[config.mk]
export PLATFORM = sky130hd
export DESIGN_NAME = fft_sample_server
export DESIGN_NICKNAME = d
export VERILOG_FILES = /design/src/rtl/fft_sample_server.sv
export SDC_FILE = /design/constraint.sdc
export NUM_CORES = 1
export LEC_CHECK = 0
export BUFFER_PORTS_ARGS = -buffer_cell sky130_fd_sc_hd__buf_4
export CAP_MARGIN = 10
export CORE_ASPECT_RATIO = 0.9
export CORE_MARGIN = 3
export CORE_UTILIZATION = 46
export CTS_CLUSTER_DIAMETER = 30
export CTS_CLUSTER_SIZE = 14
export DETAILED_ROUTE_END_ITERATION = 10
export GPL_TIMING_DRIVEN = 0
export PLACE_DENSITY = 0.69
export SLEW_MARGIN = 20
export SYNTH_ARGS = -nofsm -noshare
export SYNTH_HDL_FRONTEND = slang
export SYNTH_SLANG_ARGS = --single-unit
[constraint.sdc]
create_clock -name c -period 3.85 [get_ports c]
set_input_delay 0.1925 -clock c [delete_from_list [all_inputs] [get_ports c]]
set_output_delay 0.1925 -clock c [all_outputs]
set_load 0.02 [all_outputs]
[src/rtl/fft_sample_server.sv]
// Frame buffer in front of the 64-point FFT: captures DEPTH samples from the stream,
// then answers the FFT's req/ack/result fetch handshake one sample at a time.
module fft_sample_server #(
    parameter int DW = 16,
    parameter int AW = 6
) (
    input  logic          c,
    input  logic          rst_n,
    input  logic [0:DW-1] din,
    input  logic          din_valid,
    input  logic          req,
    input  logic [0:AW-1] addr_in,
    output logic          ready,
    output logic          ack,
    output logic          result,
    output logic [0:DW-1] data,
    output logic          overrun,
    output logic          frame_done
);
    localparam int DEPTH = 1 << AW;

    typedef enum logic [2:0] {FILL, SERVE, ACK, WAITLOW, FETCH, RESULT} state_t;

    state_t        r_state;
    logic [AW:0]   r_wp;
    logic [AW:0]   r_sc;
    logic [0:DW-1] r_mem [DEPTH];
    logic [0:DW-1] r_data;
    logic          r_ready;
    logic          r_ack;
    logic          r_result;
    logic          r_overrun;
    logic          r_frame_done;

    logic          w_wr;
    logic          w_last_wr;
    logic          w_last_sc;

    assign w_wr      = (r_state == FILL) && din_valid;
    assign w_last_wr = (r_wp == (AW+1)'(DEPTH - 1));
    assign w_last_sc = (r_sc == (AW+1)'(DEPTH - 1));

    // Buffer is deliberately not reset; a new frame always overwrites it fully.
    always_ff @(posedge c) begin
        if (w_wr) begin
            r_mem[r_wp[AW-1:0]] <= din;
        end
    end

    always_ff @(posedge c or negedge rst_n) begin
        if (!rst_n) begin
            r_state      <= FILL;
            r_wp         <= '0;
            r_sc         <= '0;
            r_data       <= '0;
            r_ready      <= 1'b0;
            r_ack        <= 1'b0;
            r_result     <= 1'b0;
            r_overrun    <= 1'b0;
            r_frame_done <= 1'b0;
        end else begin
            if (din_valid && (r_state != FILL)) begin
                r_overrun <= 1'b1;
            end
            case (r_state)
                FILL: begin
                    if (din_valid) begin
                        r_wp <= r_wp + (AW+1)'(1);
                        if (w_last_wr) begin
                            r_wp    <= '0;
                            r_sc    <= '0;
                            r_ready <= 1'b1;
                            r_state <= SERVE;
                        end
                    end
                end
                SERVE: begin
                    if (req) begin
                        r_ack   <= 1'b1;
                        r_state <= ACK;
                    end
                end
                ACK: begin
                    r_ack   <= 1'b0;
                    r_state <= WAITLOW;
                end
                WAITLOW: begin
                    if (!req) begin
                        r_state <= FETCH;
                    end
                end
                FETCH: begin
                    // Strobes are set here so they are registered and line up with the data.
                    r_data       <= r_mem[addr_in];
                    r_result     <= 1'b1;
                    r_frame_done <= w_last_sc;
                    r_state      <= RESULT;
                end
                RESULT: begin
                    r_result     <= 1'b0;
                    r_frame_done <= 1'b0;
                    r_sc         <= r_sc + (AW+1)'(1);
                    if (w_last_sc) begin
                        r_ready <= 1'b0;
                        r_state <= FILL;
                    end else begin
                        r_state <= SERVE;
                    end
                end
                default: r_state <= FILL;
            endcase
        end
    end

    assign ready      = r_ready;
    assign ack        = r_ack;
    assign result     = r_result;
    assign data       = r_data;
    assign overrun    = r_overrun;
    assign frame_done = r_frame_done;
endmodule

==> results.ini, run 1 <==
[worst_setup_path]
crit_path_end_kind=register
ff2ff_path_depth=6
r2r-start=r_state[0]
path_max_fanout=16
start_kind=register
required_ps=4200
critical_path_arrival_ps=3930
timing.rr.end=r_mem[3][1]
rrSetupSlack_ps=280
crit_type=reg -> reg

[worst_hold_path]
min_path_type=in -> reg
hold_depth=1
min_from=din[0]
hold_end=r_mem[41][15]

[clocking]
cts_root_buf=clkbuf_16
cts_resized=0
clk_pin_slew_ps=50
cts.sinks=1062
cts_setup_buffers=0
ctsHoldBuffers=6
htree_levels=4
cts_tree=yes
cts_made_buffers=169
clock_path_buffers=3
clock_latency_ps=740

[cells_and_area]
fin_nets=2364
area_growth_syn_to_layout_pct=20.5
layout-drive-gt1-share=0.291
layout_commonest_cell=edfxtp_1
final_cell_mix=edfxtp_1, mux2i_1, clkbuf_16
instances_no_fill=3638

[timing]
maxSlewViolCount=0
setup_viol=0
skew_ps=29.1
rsz0062_at_grt=no
layout_setup_ws_ps=277
tightestPinTransition_ps=950
final-hold-violation-count=0
post-route-period-util=0.928
max_freq_mhz=280
slew_headroom=0.366
setup_tns_ps=0
period_minus_slack_ps=3570

[routing]
vias_per_cell=5.99
drt_iter0_drc=2629
avgRoutedWirePerCell_um=27.4
wl_um=99600
drcViolationCount=0
vias=21800
dr.pass1.iters=5
antenna_left=0

[pwr]
pwr-share-comb=0.068
sequentialPowerShare=0.432
p_int_mw=23.4
switchingPower_mw=7.02
p_leak_nw=16.6
sw_frac_of_total=0.231
worst_ir_drop_vdd_v=0.000550
power_density_nw_per_um2=614
p_clk_frac=0.500

[floorplan]
die-area_um2=93000
die_h_um=290
start_util=0.467
die_w_um=321
io_pins=47
rows=103
core_um2=88100

[logic_synthesis]
synth.distinct_cells=41
synth.area.top_cells=edfxtp_1, mux4_2, mux2i_1, dfrtp_1, mux2_2
syn_area_per_cell_um2=19.9
synth-seq-area-share=0.771
yosys_register_bits=1062
yosysTopAreaCellShare=0.748
synth_ff_type=edfxtp_1
netlist.top_cell.by_area=edfxtp_1
netlist_area_um2=41100
async_flop_share=0.0358
yosysWarnings=0
syn-instance-count=2066
synth_edf_count=1024
synth_fp_nets=2094

[placement]
place_congestion=0.927
dp_slack_ps=463
dpl.hpwl_um=62900
io_buffers=44
placedCellCount=3314

[global_routing]
grt_first_pass_wirelength_um=147000
grt_max_degree=65
grt_usage=0.217
grt_pass1_vias=22000
grt_overflow_total=0
antenna_found_initial=3

[outcome]
status=completed

[flow_run]
maxCapViolCount=0

## power by group through the flow
stage / sequential [mW] / combinational (mW) / clock [mW]
6_report: 13.1 / 2.07 / 15.2
3_5_place_dp: 13.3 / 2.02 / 0
5_1_grt: 13.1 / 2.21 / 15.9
2_1_floorplan: 13.4 / 1.06 / 0
4_1_cts: 13.1 / 2.05 / 15.4
3_3_place_gp: 13.3 / 1.88 / 0
## worst max-delay path, stage by stage (launching register included)
cell and delay [ps]:
dfrtp_1 350, clkbuf_1 200, nor3_1 560, nand2_1 230
nor2_1 250, nand3_1 610, nor2_2 980
## logic make-up (layout without fill, tap and decap cells)
kind of cell | count (synthesis) | after routing | share of synthesized area
AND/OR/NAND/NOR | 193 | 193 | 0.0224
AO/OA/AOI/OAI | 264 | 264 | 0.0434
multiplexers | 415 | 415 | 0.147
adder cells (fa/ha/maj) | 2 | 2 | 0.000608
XOR/XNOR | 7 | 7 | 0.00149
other | 0 | 2 | 0
flip-flops | 1062 | 1062 | 0.771
buffers and inverters | 123 | 538 | 0.0141
## worst max-delay path by stage
stage | from | endpoint | slack (ps) | cells past startpoint
after floorplan | r_state[0] | r_mem[63][0] | 1190 | 8
after global routing | r_state[0] | r_mem[3][13] | 70 | 6
after detailed placement | r_state[0] | r_mem[53][0] | 460 | 7
after CTS | r_state[0] | r_mem[37][8] | 450 | 7
after global placement | r_state[0] | r_mem[45][2] | 50 | 7
final | r_state[0] | r_mem[3][1] | 280 | 6
## cell usage after synthesis, types with 4 or more instances
| cell type | count |
|---|---|
| edfxtp_1 | 1024 |
| mux2i_1 | 194 |
| mux4_2 | 144 |
| nor2_1 | 80 |
| mux2_2 | 77 |
| a22oi_1 | 63 |
| buf_2 | 55 |
| a21oi_1 | 54 |
| o22ai_1 | 46 |
| clkbuf_1 | 40 |
| dfrtp_1 | 38 |
| a211oi_1 | 34 |
| nand2_1 | 26 |
| nor2b_1 | 22 |
| nor3_1 | 19 |
| a221oi_1 | 17 |
| a31oi_1 | 17 |
| and3_1 | 17 |
| buf_1 | 17 |
| a211o_1 | 16 |
| o21ai_0 | 11 |
| and2_1 | 5 |
| buf_6 | 5 |
| nand2b_1 | 5 |
| xor2_1 | 5 |
| nand3_1 | 4 |
| or3_1 | 4 |
## layout make-up
cell class / instances / area, um^2
fillers: 6458 / 38600
multi-input cells: 881 / 9000
diodes: 2 / 5.00
well taps: 1155 / 1450
inverters: 3 / 11.3
plain buffers: 120 / 568
clock inverters: 124 / 1440
clock buffers: 192 / 4380
flip-flops and latches: 1062 / 31700
repair buffers: 99 / 1020
## registers in the layout, indices dropped and copies added, names as in the netlist
signal      count
data           16
r_sc            7
r_wp            7
overrun         1
ack             1
r_mem        1024
frame_done      1
ready           1
r_state         3
result          1
## routing by layer
metal / wire length (um) / up-vias / track usage
met5: 0 / - / 0
met4: 2960 / 0 / 0.0731
met3: 9740 / 198 / 0.0614
met2: 46000 / 1113 / 0.330
met1: 40900 / 11300 / 0.304
li1: - / 9122 / -
## per-stage QoR
stage / hold slack [ps] / cell area, um^2 / power, mW / util
after global placement: 176 / 42900 / 15.2 / 0.487
after floorplan: -103 / 41100 / 14.4 / -
after global routing: 33.0 / 49600 / 31.3 / 0.562
after detailed placement: 192 / 43700 / 15.4 / 0.495
final: 32.9 / 49600 / 30.4 / 0.562
after CTS: 8.91 / 49600 / 30.5 / 0.562
(Power assumes the default switching activity.)
==> run 2, diff against run 1 <==
--- a/config.mk
+++ b/config.mk
@@ -7,10 +7,8 @@
 export LEC_CHECK = 0
 export BUFFER_PORTS_ARGS = -buffer_cell sky130_fd_sc_hd__buf_4
 export CAP_MARGIN = 10
-export CORE_ASPECT_RATIO = 0.9
 export CORE_MARGIN = 3
 export CORE_UTILIZATION = 46
-export CTS_CLUSTER_DIAMETER = 30
 export CTS_CLUSTER_SIZE = 14
 export DETAILED_ROUTE_END_ITERATION = 10
 export GPL_TIMING_DRIVEN = 0
==> run 2 against run 1 <==
Compared with the run above:
- largest power group is now registers
- highest routed layer is now met5
- count of clock-buffer cells in the layout down 48
- clock skew up 0.90 ps
- register-to-register slack better by 130 ps
- power down 18%
- first-iteration DRC count down 3.3%
- flip-flop and latch count unchanged
==> results.ini, run 2 (synthesized netlist as in run 1, its figures left out) <==
[pwr]
sequentialPowerShare=0.524  ; +0.092
pwr-share-comb=0.082  ; +0.014
worst_ir_drop_vdd_v=0.000382  ; -31%
p_leak_nw=15.4  ; -7.0%
switchingPower_mw=5.72  ; -19%
power_density_nw_per_um2=533  ; -13%
p_int_mw=19.4  ; -17%
p_clk_frac=0.394  ; -0.106
sw_frac_of_total=0.228  ; -0.00278

[placement]
io_buffers=44  ; unchanged
placedCellCount=3329  ; +0.45%
dpl.hpwl_um=65000  ; +3.3%
place_congestion=0.927  ; about the same

[clocking]
cts_made_buffers=103  ; -39%
cts.sinks=1062  ; unchanged
clock_latency_ps=660  ; -80 ps
cts_tree=yes
htree_levels=3  ; -1
cts_root_buf=clkbuf_16
clk_pin_slew_ps=60  ; about the same
clock_path_buffers=3  ; unchanged

[routing]
wl_um=99400  ; -0.15%
avgRoutedWirePerCell_um=28.2  ; +3.1%
vias_per_cell=6.07  ; +1.4%
dr.pass1.iters=5  ; unchanged
vias=21400  ; -1.8%
drcViolationCount=0  ; unchanged
drt_iter0_drc=2542  ; -3.3%
antenna_left=0  ; unchanged

[worst_setup_path]
start_kind=register
required_ps=4120  ; -80 ps
ff2ff_path_depth=7  ; +1
crit_type=reg -> reg
crit_path_end_kind=register
cp-startpoint=r_state[0]
timing.rr.end=r_mem[22][12]
r2r-start=r_state[0]
critical_path_arrival_ps=3710  ; -220 ps
path_max_fanout=16  ; unchanged
rrSetupSlack_ps=410  ; +130 ps

[floorplan]
io_pins=47  ; unchanged
rows=109  ; +5.8%
die-area_um2=93000  ; about the same
start_util=0.465  ; -0.00191
core_um2=88500  ; +0.41%
die_h_um=305  ; +5.3%
die_w_um=305  ; -5.0%

[cells_and_area]
fin_nets=2300  ; -2.7%
final_cell_mix=edfxtp_1, mux2i_1, mux4_2
fill_cells=6629  ; +2.6%
instances_no_fill=3523  ; -3.2%
layout-drive-gt1-share=0.250  ; -0.0409
area_growth_syn_to_layout_pct=14.6
layout_commonest_cell=edfxtp_1
largest_reg_flops=1024  ; unchanged

[timing]
setup_viol=0  ; unchanged
maxSlewViolCount=0  ; unchanged
post-route-period-util=0.894  ; -0.0337
setup_tns_ps=0  ; unchanged
final-hold-violation-count=0  ; unchanged
max_freq_mhz=290  ; +3.8%
period_minus_slack_ps=3440  ; -130 ps
rsz0062_at_grt=no
slew_headroom=0.351  ; -0.0147
skew_ps=30.0  ; +0.902 ps
tightestPinTransition_ps=972  ; +22.0 ps

[worst_hold_path]
min_path_type=in -> async

[global_routing]
grt_overflow_total=0  ; unchanged
grt_pass1_vias=21500  ; -2.0%
grt_first_pass_wirelength_um=146000  ; -0.51%
antenna_found_initial=6  ; +3
grt_max_degree=65  ; unchanged
grt_usage=0.213  ; -0.00357

[flow_run]
maxCapViolCount=0  ; unchanged

[outcome]
status=completed

[run 2: layer usage]
layer / part of all wire / GRT usage / vias up
li1: - / - / 8916
met3: 0.094 / 0.0516 / 181
met5: 0.00059 / 0 / -
met2: 0.47 / 0.334 / 1051
met4: 0.031 / 0.0709 / 8
met1: 0.40 / 0.297 / 11200
[run 2: power groups by stage]
| stage | logic, mW | registers (mW) | clock network (mW) |
|---|---|---|---|
| final | 2.05 | 13.1 | 9.90 |
| after CTS | 2.04 | 13.1 | 10.0 |
| after floorplan | 1.06 | 13.4 | 0 |
| after global routing | 2.19 | 13.2 | 10.5 |
| after detailed placement | 2.03 | 13.4 | 0 |
| after global placement | 1.88 | 13.4 | 0 |
[run 2: repair_timing]
action,CTS,global route
hold buffers,3,0
hold endpoints to repair,46,0
setup buffers,0,0
gates resized for setup,0,0
[run 2: through the flow]
step	hold WS (ps)	total power, mW	util	area, um^2	worst slack, ps
global route	65.3	25.8	0.532	47100	263
floorplan	-103	14.4	-	41100	1190
finish	54.9	25.1	0.532	47100	407
CTS	26.1	25.2	0.532	47100	478
global placement	174	15.2	0.485	42900	75.9
detailed placement	191	15.4	0.495	43800	421
[run 2: area by class of cell]
cell class,count,area (um^2),area share
antenna,3,7.51,0.000159
buffer,120,568,0.0121
clock buffer,144,2850,0.0604
clock inverter,44,457,0.00969
inverter,3,11.3,0.000239
multi-input combinational,881,9000,0.191
sequential,1062,31700,0.673
tap,1165,1460,0.0309
timing repair buffer,101,1060,0.0225
[run 2: critical path, stage by stage, from the launching register on]
cell	delay, ps
dfrtp_1	360
clkbuf_1	200
nor3_1	420
and2_1	310
and2_1	160
clkbuf_1	230
nand2_1	440
nor2_2	910
[run 2: worst max path at each step]
stage,endpoint
detailed placement,data[13]
floorplan,r_mem[63][0]
global placement,r_mem[43][10]
global route,r_mem[21][0]
finish,r_mem[22][12]
CTS,r_mem[22][12]
